--- src/rtl/multu_sequencer_pkg.sv ---
// Shared definitions for the sequential MULTU unit: operand width and FSM state encoding.
package multu_sequencer_pkg;

  localparam int MULT_WIDTH = 32;

  localparam logic [1:0] ST_IDLE = 2'd0;
  localparam logic [1:0] ST_RUN  = 2'd1;
  localparam logic [1:0] ST_DONE = 2'd2;

  typedef enum logic [1:0] {
    S_IDLE = ST_IDLE,
    S_RUN  = ST_RUN,
    S_DONE = ST_DONE
  } state_t;

endpackage

--- src/rtl/multu_sequencer_adder.sv ---
// Fixed-width combinational adder shared with the ALU datapath.
// BitOverflow flags two's-complement overflow of the sum.
module multu_sequencer_adder
  import multu_sequencer_pkg::*;
(
  input  logic [MULT_WIDTH-1:0] A,
  input  logic [MULT_WIDTH-1:0] B,
  output logic [MULT_WIDTH-1:0] Output,
  output logic                  BitOverflow
);

  assign Output      = A + B;
  assign BitOverflow = (A[MULT_WIDTH-1] == B[MULT_WIDTH-1]) &&
                       (Output[MULT_WIDTH-1] != A[MULT_WIDTH-1]);

endmodule

--- src/rtl/multu_sequencer.sv ---
// Multi-cycle unsigned 32x32 multiplier: one shift-and-add step per clock through
// the shared adder, 64-bit product left in Hi/Lo.
module multu_sequencer
  import multu_sequencer_pkg::*;
#(
  parameter int WIDTH = MULT_WIDTH,
  parameter int CNT_W = 6
) (
  input  logic             Clock,
  input  logic             Reset,
  input  logic             Start,
  input  logic [WIDTH-1:0] OperandA,
  input  logic [WIDTH-1:0] OperandB,
  output logic             Busy,
  output logic             Done,
  output logic [WIDTH-1:0] Hi,
  output logic [WIDTH-1:0] Lo
);

  localparam logic [CNT_W-1:0] LAST_ITER = CNT_W'(WIDTH - 1);

  state_t           state;
  logic [CNT_W-1:0] count;
  logic [WIDTH-1:0] m;
  logic [WIDTH-1:0] bin;
  logic [WIDTH-1:0] sum;
  logic             carry;
  logic             unused_ovf;

  assign bin = Lo[0] ? m : '0;

  multu_sequencer_adder u_adder (
    .A          (Hi),
    .B          (bin),
    .Output     (sum),
    .BitOverflow(unused_ovf)
  );

  // Unsigned carry-out recovered from the operand and sum MSBs.
  assign carry = (Hi[WIDTH-1] & bin[WIDTH-1]) |
                 ((Hi[WIDTH-1] | bin[WIDTH-1]) & ~sum[WIDTH-1]);

  always_ff @(posedge Clock) begin
    if (Reset) begin
      state <= S_IDLE;
      Busy  <= 1'b0;
      Done  <= 1'b0;
      Hi    <= '0;
      Lo    <= '0;
      count <= '0;
      m     <= '0;
    end else begin
      case (state)
        S_IDLE, S_DONE: begin
          Done <= 1'b0;
          if (Start) begin
            m     <= OperandA;
            Lo    <= OperandB;
            Hi    <= '0;
            count <= '0;
            Busy  <= 1'b1;
            state <= S_RUN;
          end else begin
            state <= S_IDLE;
          end
        end
        S_RUN: begin
          {Hi, Lo} <= {carry, sum, Lo[WIDTH-1:1]};
          count    <= count + 1'b1;
          if (count == LAST_ITER) begin
            Busy  <= 1'b0;
            Done  <= 1'b1;
            state <= S_DONE;
          end
        end
        default: begin
          Busy  <= 1'b0;
          Done  <= 1'b0;
          state <= S_IDLE;
        end
      endcase
    end
  end

endmodule

--- config.mk ---
export PLATFORM = sky130hd
export DESIGN_NAME = multu_sequencer
export DESIGN_NICKNAME = d
export VERILOG_FILES = /design/src/rtl/multu_sequencer_pkg.sv /design/src/rtl/multu_sequencer_adder.sv /design/src/rtl/multu_sequencer.sv
export SDC_FILE = /design/constraint.sdc
export NUM_CORES = 1
export LEC_CHECK = 0
export BUFFER_PORTS_ARGS = -buffer_cell sky130_fd_sc_hd__buf_2
export CAP_MARGIN = 20
export CORE_ASPECT_RATIO = 0.6
export CORE_UTILIZATION = 50
export CTS_BUF_LIST = sky130_fd_sc_hd__clkbuf_8 sky130_fd_sc_hd__clkbuf_16
export DETAILED_ROUTE_END_ITERATION = 7
export PLACE_DENSITY = 0.75
export SETUP_SLACK_MARGIN = 0.2
export SYNTH_ARGS = -nofsm -noshare
export SYNTH_HDL_FRONTEND = slang
export SYNTH_SLANG_ARGS = --single-unit
--- constraint.sdc ---
create_clock -name Clock -period 3.4 [get_ports Clock]
set_input_delay 0.68 -clock Clock [delete_from_list [all_inputs] [get_ports Clock]]
set_output_delay 0.68 -clock Clock [all_outputs]
set_load 0.02 [all_outputs]
-- Word-level counts from Yosys, hierarchy flattened
Index checks and enable logic that the tools add are counted.
- word-level logic and storage cells: 40
- output and inout port bits: 66
- bits in registers: 106
- multiplexer cells: 13
- add/sub/neg operators: 2
- eq/ne operators: 5
- bitwise logic cells: 6
- reductions and logical operators: 7
- operators by type and width (cell ; number):
    one-hot mux 32 bit (2 select lines) ; 2
    2-to-1 mux 32 bit ; 3
    adder 32 bit ; 1
    one-hot mux 6 bit (2 select lines) ; 1
    adder 6 x 1 -> 6 bit, second input constant ; 1
    == test 6 x 5 -> 1 bit, second input constant ; 1
    2-to-1 mux 6 bit ; 1
    AND reduction 2 bit ; 3
    inequality test 2 bit, second input constant ; 2
    one-hot mux 2 bit (2 select lines) ; 1
    OR reduction 2 bit ; 2
    2-to-1 mux 1 bit ; 3
    bitwise AND 1 bit ; 2
    == test 2 x 1 -> 1 bit, second input constant ; 1
    == test 2 bit, second input constant ; 1
    zero test 2 bit ; 1
    2-to-1 mux 2 bit ; 1
    inverter 1 bit ; 2
    OR 1 bit ; 2
    one-hot mux 1 bit (2 select lines) ; 1
    nonzero test 2 bit ; 1

-- Logic depth before layout (Yosys ltp)
Gate-level depths: netlist of run 1.
- depth in word-level cells: 6
- gate-level depth with buffers: 15

-- Cells and area by module
From an unflattened synthesis of run 1, not the netlist that was laid out.
- cells, all modules: 701
- area total of the unflattened synthesis: 5866.9 µm²
- modules (own cells, without submodules) (module ; instances ; cells an instance ; area an instance (µm²)):
    multu_sequencer ; 1 ; 447 ; 4060.1
    multu_sequencer_adder ; 1 ; 254 ; 1806.7

-- Worst setup path after synthesis of run 1
OpenSTA, ideal clock, no wires.
- kind: flip-flop to flip-flop
- start: reg Lo[0]
- end: reg Hi[30]
- required time: 3.335 ns
- stages on the path, launching flop included: 15
- arrival: 3.139 ns
- library setup time: 0.065 ns
- slack: 0.196 ns
- path through: dfxtp_1 > clkbuf_1 > and2_1 > ha_1 > a21oi_1 > o21ai_0 > a2111oi_1 > nor3_1 > nand3b_1 > o211a_1 > nor2_1 > fa_1 > nor2_1 > a21oi_1 > nor2_1
- longest elaborated chain between the ends: 3
- RTL lines (element ; line ; RTL):
    start, declared ; multu_sequencer.sv:17 ; output logic [WIDTH-1:0] Lo
    start signal, assigned ; multu_sequencer.sv:58 ; Lo <= OperandB;
    start signal, assigned ; multu_sequencer.sv:68 ; {Hi, Lo} <= {carry, sum, Lo[WIDTH-1:1]};
    2-to-1 mux 32 bit ; multu_sequencer.sv:30 ; assign bin = Lo[0] ? m : '0;
    adder 32 bit ; multu_sequencer_adder.sv:12 ; assign Output = A + B;
    one-hot mux 32 bit (2 select lines) ; multu_sequencer.sv:53 ; case (state)
    end signal, assigned ; multu_sequencer.sv:68 ;
    end, declared ; multu_sequencer.sv:16 ; output logic [WIDTH-1:0] Hi,
Every way passes these cells.
A chain may end at the register's enable or synchronous reset.

-- Final worst setup path of run 1
Ends and elaborated chain as after synthesis.

==> flow_metrics.tcl, run 1 <==
set metrics [dict create \
    place_congestion 0.959 \
    worstPathMaxFanout 6 \
    period_minus_slack_ns 3.23 \
    antenna_found_initial 0 \
    drt-initial-drc-count 569 \
    drt-vias-per-instance 5.91 \
    p_int_mw 1.94 \
    grt_max_degree 71 \
    clock-root-buffer "clkbuf_16" \
    hold_viol 0 \
    worstHoldPathType "register to register" \
    hold_depth 2 \
    setup_viol 0 \
    yosys-top-cells-area "dfxtp_1 37%, nand2_1 9.6%, a21oi_1 9.0%" \
    synth_nets 832 \
    fp.dieH_um 85.1 \
    relSlewSlack_pct 30.4 \
    synth.most_common_cell "nand2_1" \
    final_core_util_pct 66.1 \
    grt_pass1_wl_um 28300 \
    nNetsFinal 961 \
    finClkSkew_ns 0.00655 \
    p_comb_share_pct 13.1 \
    leakage_nw 3.21 \
    r2r_start "Lo[0]" \
    coreArea_um2 10900 \
    switching_share_pct 29.3 \
    n_antenna_cell 0 \
    synth_top_area_share_pct 36.8 \
    drc 0 \
    drive_gt1_share_pct 24.9 \
    cts_hold_buf 0 \
    synth.distinct_cells 58 \
    synth_top_area_cell "dfxtp_1" \
    numClockSinks 106 \
    firstDrtPassIters 5 \
    cts-htree-levels 3 \
    report.final.slew_viol_count 0 \
    route.met2.wl_um 7590 \
    antenna_left 0 \
    syn_area_um2 5760 \
    met3_length_um 1340 \
    reg2reg_depth 15 \
    synth_cells 731 \
    run_status "finished clean" \
    p_per_area_nw_per_um2 381 \
    maxCapViolations 0 \
    dieWidth_um 141 \
    worst_slew_pin_slew_ns 1.04 \
    gr-total-overflow 0 \
    yosysSeqAreaShare_pct 36.8 \
    syn_avg_cell_area_um2 7.88 \
    reg2reg_setup_slack_ns 0.17 \
    tritoncts "built" \
    worstSetupStartpointType "register" \
    clkTransAtPathRegs_ns 0.08 \
    ioPinCount 133 \
    rsz0062_at_grt "true" \
    period_share_pct 94.9 \
    synth_seq_cells 106 \
    min_to "m[8]" \
    hp-start "m[8]" \
    final.setup.tns_ns 0 \
    p_sw_mw 0.802 \
    clkPwrFrac_pct 38.0 \
    required_ns 3.63 \
    fmax_mhz 310 \
    power_frac_seq_pct 48.8 \
    cts_max_path_buffers 2 \
    async_flop_share_pct 0 \
    dr.max_layer_used "met4" \
    path_class "register to register" \
    clkLatencyLatePin_ns 0.36 \
    drt-total-wl_um 18000 \
    nFillCells 970 \
    area_growth_pct 24.9 \
    endpoint_kind "register" \
    ys_warn_count 0 \
    fp-row-count 29 \
    numPortBuffers 132 \
    hpwlAfterDp_um 12800 \
    grt_pass1_vias 5487 \
    wl_met1_um 8860 \
    start_util_pct 52.9 \
    cts_buffers 9 \
    synth-edff-count 0 \
    die_area_um2 12000 \
    ir_drop_mv 0.292 \
    track_usage_pct 30.0 \
    crit_arrival_ns 3.46 \
    synth-main-ff-cell "dfxtp_1" \
    synth_common_cells "148 x nand2_1, 106 x dfxtp_1, 104 x a21oi_1" \
    post_drt_wl_per_cell_um 18.0 \
    vias 5936 \
    r2r_end "Hi[30]" \
]
==> routing by layer <==
layer  GRT usage (%)  vias to the layer above
met5               0                        -
met4            6.72                        0
met3            5.76                       25
met2            43.5                      214
met1            45.3                     2861
li1                -                     2836
==> through the flow <==
stage          hold WS [ns]  setup slack, ns  area [um^2]  total power, mW  cells
6_report              0.456            0.173         7190             2.74   1004
5_1_grt               0.475           0.0994         7190             2.84   1004
4_1_cts               0.456            0.232         6950             2.73    990
3_5_place_dp          0.445          0.00108         6550             1.70    971
3_3_place_gp          0.441            0.125         6550             1.69    971
2_1_floorplan         0.432            0.269         5760             1.57    731
==> repair_timing <==
action,4_1_cts,5_1_grt
gates cloned,0,1
gates resized for setup,14,28
setup endpoints to repair,1,2
pin swaps,2,16
setup buffers,3,13
==> layout by cell type (no fill, tap or decap), types with 20 or more instances in the layout <==
cell type / count
a21oi_1: 102
a22oi_1: 43
and2_1: 32
buf_2: 132
buf_4: 26
dfxtp_1: 105
ha_1: 20
nand2_1: 146
nor2_1: 43
o21ai_0: 26
==> cell families after synthesis <==
group           Yosys count  share of synthesized area [%]
flops                   106                           36.8
buf+inv                  51                           3.37
compound gates          234                           25.9
mux                       2                          0.348
xor+xnor                 24                           3.65
fa+ha+maj                34                           7.65
simple gates            280                           22.2
==> flip-flops by register name (all words and copies together), names as in the netlist <==
signal	flops
count	6
Lo	32
state	2
Busy	1
m	32
Done	1
Hi	32
==> power by group through the flow <==
stage	clock network, mW	logic (mW)	registers, mW
6_report	1.04	0.360	1.34
4_1_cts	1.06	0.343	1.34
3_5_place_dp	0	0.332	1.37
5_1_grt	1.10	0.393	1.34
2_1_floorplan	0	0.175	1.39
3_3_place_gp	0	0.325	1.36
==> cell type report <==
type / instances / area [um^2] / area share, %
multi-input cells: 574 / 3660 / 50.9
inverters: 7 / 26.3 / 0.365
flip-flops and latches: 106 / 2130 / 29.5
well taps: 139 / 174 / 2.42
clock buffers: 9 / 225 / 3.13
clock inverters: 7 / 65.1 / 0.904
repair buffers: 162 / 918 / 12.8
==> worst max-delay path by stage <==
stage	start	endpoint
final	Lo[0]	Hi[30]
after global routing	Lo[0]	Hi[30]
after CTS	Lo[0]	Hi[30]
after detailed placement	Lo[0]	Hi[30]
after global placement	Lo[0]	Hi[30]
after floorplan	Lo[0]	Hi[30]
==> worst max-delay path: stages (launching register included) <==
cell and delay (ns):
dfxtp_4 0.40, buf_6 0.15, nand2_4 0.07, inv_1 0.04
ha_1 0.26, a21o_1 0.13, nand4_1 0.12, a211o_1 0.32
a31o_4 0.28, a2111oi_4 0.38, o211a_1 0.21, nor2_1 0.05
fa_1 0.47, nor2_1 0.04, a21oi_1 0.12, nor2_1 0.07
No activity file was read; power rests on OpenSTA's default activity.
==> inputs of run 2 (changes only) <==
--- a/config.mk
+++ b/config.mk
@@ -5,13 +5,14 @@
 export SDC_FILE = /design/constraint.sdc
 export NUM_CORES = 1
 export LEC_CHECK = 0
+export ABC_AREA = 1
 export BUFFER_PORTS_ARGS = -buffer_cell sky130_fd_sc_hd__buf_2
 export CAP_MARGIN = 20
 export CORE_ASPECT_RATIO = 0.6
 export CORE_UTILIZATION = 50
 export CTS_BUF_LIST = sky130_fd_sc_hd__clkbuf_8 sky130_fd_sc_hd__clkbuf_16
 export DETAILED_ROUTE_END_ITERATION = 7
-export PLACE_DENSITY = 0.75
+export PLACE_DENSITY = 0.74
 export SETUP_SLACK_MARGIN = 0.2
 export SYNTH_ARGS = -nofsm -noshare
 export SYNTH_HDL_FRONTEND = slang
==> run 2 against run 1 <==
Flip-flop and latch count unchanged; global-route usage down 2.7 points; die area up 11%; largest cell class unchanged; via count up 12%; highest routed layer unchanged; final area up 3.9%; power up 1.1%; final cell count up 31%.
==> flow_metrics.tcl, run 2 <==
set metrics [dict create \
    final.setup.tns_ns 0 \
    leakage_nw 4.04 \
    hp-start "Done" \
    min_to "Done" \
    crit_arrival_ns 2.98 \
    grt_pass1_vias 5742 \
    preCtsSetupSlack_ns 0.753 \
    crit_top_cell "nand2_1" \
    report.final.slew_viol_count 0 \
    fp-row-count 31 \
    synth_cells 1036 \
    synth_nets 1137 \
    nFillCells 1202 \
    ir_drop_mv 0.244 \
    layout_commonest_cell "nand2_1" \
    cts_buffers 9 \
    maxCapViolations 0 \
    synth.most_common_cell "nand2_1" \
    grt_max_degree 69 \
    firstDrtPassIters 5 \
    post_cts_buffers 0 \
    numClockSinks 106 \
    reg2reg_setup_slack_ns 0.69 \
    numPortBuffers 132 \
    clkTransAtPathRegs_ns 0.08 \
    post_drt_wl_per_cell_um 13.5 \
    cp_cell_sequence "buf_4 -> nand2_1 -> inv_1 -> ha_1 -> nand2_1 -> inv_1 -> nand2_1 -> nand2_1 -> inv_1 -> nand3_1 -> nand2_1 -> nand2_1 -> a21oi_1 -> fa_1 -> o21ai_0" \
    drc 0 \
    hpwlAfterDp_um 13200 \
    clock-root-buffer "clkbuf_16" \
    clkLatencyLatePin_ns 0.35 \
    cts_hold_buf 0 \
    synth_top_area_share_pct 33.1 \
    setup_viol 0 \
    crit_path_max_incr_delay_ns 0.43 \
    cts-htree-levels 3 \
    r2r_end "Hi[30]" \
    fmax_mhz 369 \
    track_usage_pct 27.2 \
    worstSetupStartpointType "register" \
    path_class "register to register" \
    yosysSeqAreaShare_pct 33.1 \
    area_growth_pct 16.6 \
    vias 6634 \
    drt-total-wl_um 17800 \
    reg2reg_depth 15 \
    antenna_left 0 \
    gr-total-overflow 0 \
    synth-main-ff-cell "dfxtp_1" \
    antenna_found_initial 0 \
    hold_depth 2 \
    synth.distinct_cells 33 \
    final_cell_count_no_fill 1319 \
    endpoint_kind "register" \
    drive_gt1_share_pct 16.5 \
    place_congestion 0.948 \
    syn_area_um2 6410 \
    period_minus_slack_ns 2.71 \
    relSlewSlack_pct 49.4 \
    die_area_um2 13300 \
    drt-initial-drc-count 518 \
    rsz0062_at_grt "false" \
    drt-vias-per-instance 5.03 \
    synth_top_area_cell "dfxtp_1" \
    reg.largest.list "Hi (32), Lo (32), m (32)" \
    dieWidth_um 148 \
    whs_ns 0.454 \
    start_util_pct 52.2 \
    cts_max_path_buffers 2 \
    worst_slew_pin_slew_ns 0.759 \
    n_antenna_cell 0 \
    critPathSlowestCell "fa_1" \
    run_status "finished clean" \
    period_share_pct 79.6 \
    ys_warn_count 0 \
    hold_viol 0 \
    r2r_start "Lo[0]" \
    worstHoldPathType "register to register" \
    tritoncts "built" \
    synth_seq_cells 106 \
    synth-edff-count 0 \
    p_per_area_nw_per_um2 370 \
    finClkSkew_ns 0.00894 \
    ioPinCount 133 \
    ctsResizeCount 0 \
    place_inst 1303 \
    yosys-top-cells-area "dfxtp_1 33%, nand2_1 21%, inv_1 8.2%" \
    path_delay_family "simple AND/OR/NAND/NOR gates" \
    required_ns 3.67 \
    path_buf_inv 4 \
    final_cell_mix "364 x nand2_1, 139 x inv_1, 132 x buf_2" \
    coreArea_um2 12300 \
    grt_pass1_wl_um 29200 \
    async_flop_share_pct 0 \
    syn_avg_cell_area_um2 6.19 \
    power_mw 2.77 \
    worstPathMaxFanout 23 \
    fin_ws_ns 0.692 \
    fp.dieH_um 89.7 \
    synth_common_cells "364 x nand2_1, 140 x inv_1, 106 x dfxtp_1" \
    nNetsFinal 1250 \
]
==> run 2: cell types whose count changed after synthesis, sizes merged, moves of 20 or more <==
cell,previous run,this run
and2,33,1
a22oi,43,2
a31oi,6,32
nand3,11,52
a21oi,105,67
inv,7,145
nand2,148,373
o21ai,30,50
nor2,44,107
==> run 2: layout make-up <==
class / instances / area, um^2 / area share [%]
multi-input cells: 744 / 3570 / 47.8
flip-flops and latches: 106 / 2120 / 28.4
repair buffers: 142 / 736 / 9.84
inverters: 146 / 548 / 7.33
clock buffers: 9 / 225 / 3.01
well taps: 165 / 206 / 2.76
clock inverters: 7 / 67.6 / 0.903
==> run 2: metal layers <==
| metal | wire length (um) | up-vias | track usage [%] |
|---|---|---|---|
| li1 | - | 3488 | - |
| met1 | 9640 | 2926 | 44.2 |
| met2 | 6730 | 209 | 37.1 |
| met3 | 1320 | 11 | 4.67 |
| met4 | 92 | 0 | 3.61 |
| met5 | 0 | - | 0 |
==> run 2: cell families after synthesis <==
| kind of cell | after synthesis | share of synthesized area [%] |
|---|---|---|
| and+or+nand+nor | 549 | 34.9 |
| buffers and inverters | 186 | 11.3 |
| AOI/OAI and AO/OA | 161 | 13.9 |
| DFF | 106 | 33.1 |
| adders and majority gates | 34 | 6.87 |
==> run 2: tightest hold or removal path, stage by stage, from the launching register on <==
cell and delay (ns):
dfxtp_1 0.31, inv_1 0.04, a21oi_1 0.05
==> run 2: worst max-delay path by stage <==
| stage | startpoint | depth (start not counted) | endpoint | slack [ns] |
|---|---|---|---|---|
| after floorplan | Lo[0] | 14 | Hi[30] | 0.71 |
| after global placement | Lo[0] | 15 | Hi[30] | 0.80 |
| after detailed placement | Lo[0] | 15 | Hi[30] | 0.75 |
| after CTS | Lo[0] | 15 | Hi[30] | 0.72 |
| after global routing | Lo[0] | 15 | Hi[30] | 0.48 |
| final | Lo[0] | 15 | Hi[30] | 0.69 |
==> run 2: where the power goes <==
part	internal, mW	leakage [nW]	switching, mW
clock network	0.518	0.145	0.528
registers	1.31	0.868	0.0447
logic	0.127	3.03	0.246
total	1.95	4.04	0.818
==> run 2: metrics by stage <==
stage | util (%) | cell area [um^2]
6_report | 60.8 | 7480
5_1_grt | 60.8 | 7480
4_1_cts | 60.8 | 7480
3_5_place_dp | 58.4 | 7190
3_3_place_gp | 58.4 | 7190
2_1_floorplan | - | 6410
